--- src/rtl/uart_tx.sv ---
// ============================================================================
// uart_tx : 8-bit UART transmitter, optional parity, 1 or 2 stop bits
// Rev 1.0
// ============================================================================
`default_nettype none

module uart_tx #(
    parameter int CLK_FREQ   = 50000000,
    parameter int BAUD_RATE  = 9600,
    parameter int PARITY_EN  = 0,
    parameter int PARITY_ODD = 0,
    parameter int STOP_BITS  = 1
) (
    input  logic       clk,
    input  logic       rst_n,
    input  logic [7:0] tx_data,
    input  logic       tx_valid,
    output logic       tx_ready,
    output logic       tx,
    output logic       busy,
    output logic       tx_done
);

    localparam int BIT_PERIOD = CLK_FREQ / BAUD_RATE;
    localparam int CNT_W      = (BIT_PERIOD > 1) ? $clog2(BIT_PERIOD) : 1;
    localparam logic [CNT_W-1:0] CNT_LAST  = CNT_W'(BIT_PERIOD - 1);
    localparam logic [2:0]       STOP_LAST = 3'(STOP_BITS - 1);

    typedef enum logic [2:0] {
        IDLE   = 3'd0,
        START  = 3'd1,
        DATA   = 3'd2,
        PARITY = 3'd3,
        STOP   = 3'd4
    } state_t;

    state_t           state_q, state_d;
    logic [CNT_W-1:0] cnt_q, cnt_d;
    logic [2:0]       idx_q, idx_d;
    logic [7:0]       shift_q, shift_d;
    logic             par_q, par_d;
    logic             tx_q, tx_d;
    logic             ready_q, ready_d;
    logic             busy_q, busy_d;
    logic             done_q, done_d;
    logic             bit_end;

    always_comb begin
        state_d = state_q;
        cnt_d   = cnt_q;
        idx_d   = idx_q;
        shift_d = shift_q;
        par_d   = par_q;
        done_d  = 1'b0;
        bit_end = (cnt_q == CNT_LAST);

        if (state_q == IDLE) begin
            if (tx_valid && ready_q) begin
                state_d = START;
                cnt_d   = '0;
                idx_d   = 3'd0;
                shift_d = tx_data;
                par_d   = (^tx_data) ^ (PARITY_ODD != 0);
            end
        end else if (!bit_end) begin
            cnt_d = cnt_q + 1'b1;
        end else begin
            cnt_d = '0;
            case (state_q)
                START: begin
                    state_d = DATA;
                    idx_d   = 3'd0;
                end
                DATA: begin
                    shift_d = shift_q >> 1;
                    if (idx_q == 3'd7) begin
                        state_d = (PARITY_EN != 0) ? PARITY : STOP;
                        idx_d   = 3'd0;
                    end else begin
                        idx_d = idx_q + 3'd1;
                    end
                end
                PARITY: begin
                    state_d = STOP;
                    idx_d   = 3'd0;
                end
                STOP: begin
                    if (idx_q == STOP_LAST) begin
                        state_d = IDLE;
                        done_d  = 1'b1;
                    end else begin
                        idx_d = idx_q + 3'd1;
                    end
                end
                default: state_d = IDLE;
            endcase
        end

        // Outputs follow the next state so every output comes straight from a flop.
        case (state_d)
            START:   tx_d = 1'b0;
            DATA:    tx_d = shift_d[0];
            PARITY:  tx_d = par_d;
            default: tx_d = 1'b1;
        endcase
        ready_d = (state_d == IDLE);
        busy_d  = (state_d != IDLE);
    end

    always_ff @(posedge clk or negedge rst_n) begin
        if (!rst_n) begin
            state_q <= IDLE;
            cnt_q   <= '0;
            idx_q   <= 3'd0;
            shift_q <= 8'd0;
            par_q   <= 1'b0;
            tx_q    <= 1'b1;
            ready_q <= 1'b0;
            busy_q  <= 1'b0;
            done_q  <= 1'b0;
        end else begin
            state_q <= state_d;
            cnt_q   <= cnt_d;
            idx_q   <= idx_d;
            shift_q <= shift_d;
            par_q   <= par_d;
            tx_q    <= tx_d;
            ready_q <= ready_d;
            busy_q  <= busy_d;
            done_q  <= done_d;
        end
    end

    assign tx_ready = ready_q;
    assign tx       = tx_q;
    assign busy     = busy_q;
    assign tx_done  = done_q;

endmodule

`default_nettype wire

--- config.mk ---
export PLATFORM = sky130hd
export DESIGN_NAME = uart_tx
export DESIGN_NICKNAME = d
export VERILOG_FILES = /design/src/rtl/uart_tx.sv
export SDC_FILE = /design/constraint.sdc
export NUM_CORES = 1
export LEC_CHECK = 0
export BUFFER_PORTS_ARGS = -buffer_cell sky130_fd_sc_hd__buf_2
export CAP_MARGIN = 25
export CORE_MARGIN = 2
export CORE_UTILIZATION = 55
export CTS_BUF_LIST = sky130_fd_sc_hd__clkbuf_2
export CTS_CLUSTER_DIAMETER = 30
export DETAILED_ROUTE_END_ITERATION = 10
export PLACE_DENSITY = 0.83
export SLEW_MARGIN = 20
export SYNTH_ARGS = -nofsm -noshare
export SYNTH_HDL_FRONTEND = slang
export SYNTH_SLANG_ARGS = --single-unit
--- constraint.sdc ---
create_clock -name clk -period 2.2 [get_ports clk]
set_input_delay 0.33 -clock clk [delete_from_list [all_inputs] [get_ports clk]]
set_output_delay 0.33 -clock clk [all_outputs]
set_load 0.05 [all_outputs]
==> impl_metrics.yaml <==
timing:
  setup_tns_ns: 0
  post-route-period-util_pct: 92.5
  setup_viol: 0
  finalWorstSetupSlack_ns: 0.164
  period_needed_ns: 2.04
  hold_ws_ns: -0.0173
  slew_headroom_pct: 53.1
  rsz0062_at_grt: "false"
  worstMarginPinSlew_ns: 0.703
  skew_ns: 0.00965
  max_clock_freq_ghz: 0.491
  hold_viol_final: 17
  report.final.slew_viol_count: 0
global_routing:
  grt_first_pass_wirelength_um: 6070
  gr-usage-met2_pct: 34.8
  antenna_found_initial: 0
  grt_pass1_vias: 1320
  use_met3_pct: 3.78
  overflow: 0
  track_usage_pct: 21.9
  grt_max_degree: 33
  grt_util_met1_pct: 29.7
  busiest_layer: "met2"
logic_synthesis:
  synth_cells: 182
  syn_area_per_cell_um2: 9.98
  synth_ff_type: "dfrtp_1"
  ys_seq_area_share_pct: 44.2
  postSynthNetCount: 197
  synth_seq_cells: 32
  async_flop_share_pct: 100
  ys_types: 48
  synth_edf_count: 0
  synth_area_um2: 1820
  yosysWarnings: 0
finish:
  diodes: 0
  drive_gt1_share_pct: 21.3
  mostFrequentLayoutCell: "dfrtp_1"
  layout.nets: 216
  final_cell_mix: "31 x dfrtp_1, 17 x o21ai_0, 14 x buf_2, 11 x nand3_1, 11 x nand2_1"
  stdcell_area_um2: 1990
  fin_util_pct: 64.1
  area_growth_pct: 9.58
clocking:
  cts-root-buf: "clkbuf_2"
  cts_tree: "yes"
  clk_latency_ns: 0.36
  clk_path_buf_depth: 2
  clkTransAtPathRegs_ns: 0.16
  cts_setup_buffers: 0
  cts_htree_levels: 2
  clock_sinks: 32
  cts_made_buffers: 5
placement:
  gp_congestion: 0.867
  place_hpwl_um: 2590
  dpl_cell_area_um2: 1940
  pre_cts_ws_ns: 0.159
  portBuffers: 14
route:
  drt-initial-drc-count: 104
  wire_per_inst_um: 14.7
  ant_nets: 0
  vias: 1445
  vias_per_cell: 5.87
  dr.pass1.iters: 4
  route.detailed.drc: 0
  wirelength_um: 3610
outcome:
  outcome: "finished, violations left"
  violations: "negative hold slack"
setup_path:
  critPathBufInv: 0
  cp-end-kind: "flop"
  cp_data_required_time_ns: 2.46
  setup.worst_path.start: "cnt_q[0]$_DFFE_PN0P_"
  timing.rr.start: "cnt_q[0]$_DFFE_PN0P_"
  criticalPathCategory: "reg -> reg"
  start_kind: "flop"
  crit_path_max_fanout: 6
  worstReg2RegEnd: "busy$_DFF_PN0_"
  r2r_cells: 5
  crit_path_end: "busy$_DFF_PN0_"
  path_delay_family: "simple AND/OR/NAND/NOR gates"
  cp_slowest_cell: "dfrtp_1"
  crit_chain: "ha_1 > and4bb_2 > nand3_1 > mux2_2 > or3_4"
  worst-path-stages: 5
  worst-r2r-setup-slack_ns: 0.16
  max_stage_delay_ns: 0.45
  worstPathArrival_ns: 2.30
floorplanning:
  die_y_um: 61.5
  io_pins: 15
  num_rows: 20
  dieArea_um2: 3780
  dieWidth_um: 61.5
  start_util_pct: 58.5
  core_um2: 3100
job:
  maxCapViolCount: 0
hold_path:
  hold_class: "in -> async"
power_and_ir_drop:
  powerDensity_nw_per_um2: 796
  ir_drop_mv: 0.505
  leakagePower_uw: 0.000899
metrics by stage:
step	total power [uW]	std cells
global placement	1270	238
floorplan	1170	182
detailed placement	1310	238
CTS	1580	246
global route	1680	246
finish	1580	246
Yosys cell counts (2+ instances only):
cell       n  area share [%]
a21oi_1    7             1.9
ha_1       4             2.8
o21ai_1    2            0.55
a21o_1     6             2.5
o31ai_1    5             2.1
o41ai_1    2            0.97
nand2_1   11             2.3
nor2_1    10             2.1
dfrtp_1   31              43
buf_2      2            0.55
a31oi_1    5             1.7
xnor2_1    6             2.9
mux2i_1    4             2.2
clkbuf_1   5             1.0
or3b_2     2            0.97
buf_6      2             1.2
or3_1      2            0.69
nand2b_1   4             1.4
inv_1      7             1.4
nor2b_1    3             1.0
nor3_1     3            0.83
o21ai_0   17             4.7
a22o_1     6             2.9
nand3_1   11             3.0
xor2_1     2            0.97
layer usage:
metal  vias up  part of all wire (%)
met2        47                    47
li1        705                     -
met3         7                   5.5
met4         0                   1.7
met5         -                     0
met1       686                    46
cell type report:
| cell class | instances | area, um^2 |
|---|---|---|
| Multi-Input combinational cell | 133 | 937 |
| Timing Repair Buffer | 21 | 126 |
| Sequential cell | 32 | 802 |
| Fill cell | 271 | 1110 |
| Tap cell | 44 | 55.1 |
| Inverter | 8 | 30.0 |
| Clock inverter | 1 | 3.75 |
| Clock buffer | 7 | 35.0 |
kinds of logic after synthesis:
| logic type | Yosys count | share of synthesized area, % |
|---|---|---|
| mux | 6 | 3.65 |
| simple gates | 57 | 19.0 |
| compound gates | 58 | 22.1 |
| flops | 32 | 44.2 |
| xor+xnor | 8 | 3.86 |
| fa+ha+maj | 4 | 2.76 |
| buf+inv | 17 | 4.48 |
worst register-to-register path, stage by stage (launching register included):
cell      delay [ns]
dfrtp_1         0.45
ha_1            0.30
and4bb_2        0.27
nand3_1         0.13
mux2_2          0.38
or3_4           0.40
sequential cells by signal (all words and copies together), names as in the netlist:
register,flops
cnt_q,13
shift_q,8
idx_q,3
state_q,3
busy,1
par_q,1
tx,1
tx_done,1
tx_ready,1
how the worst min path moves through the flow:
stage	from	slack (ns)	cells after the start	end
final	rst_n	-0.02	1	cnt_q[2]$_DFFE_PN0P_
after global routing	rst_n	0.02	1	tx_done$_DFF_PN0_
after CTS	rst_n	0.002	1	cnt_q[5]$_DFFE_PN0P_
after detailed placement	rst_n	0.43	1	cnt_q[5]$_DFFE_PN0P_
after global placement	rst_n	0.40	1	cnt_q[7]$_DFFE_PN0P_
after floorplan	rst_n	0.03	0	busy$_DFF_PN0_
power by group:
group / switching, uW / internal (uW)
sequential: 107 / 714
clock: 195 / 85.2
combinational: 285 / 196
what timing repair did:
item / 4_1_cts / 5_1_grt
setup endpoints to repair: 0 / 2
hold buffers: 0 / 0
gates resized for setup: 0 / 2
Power figures use the tool's default switching activity.
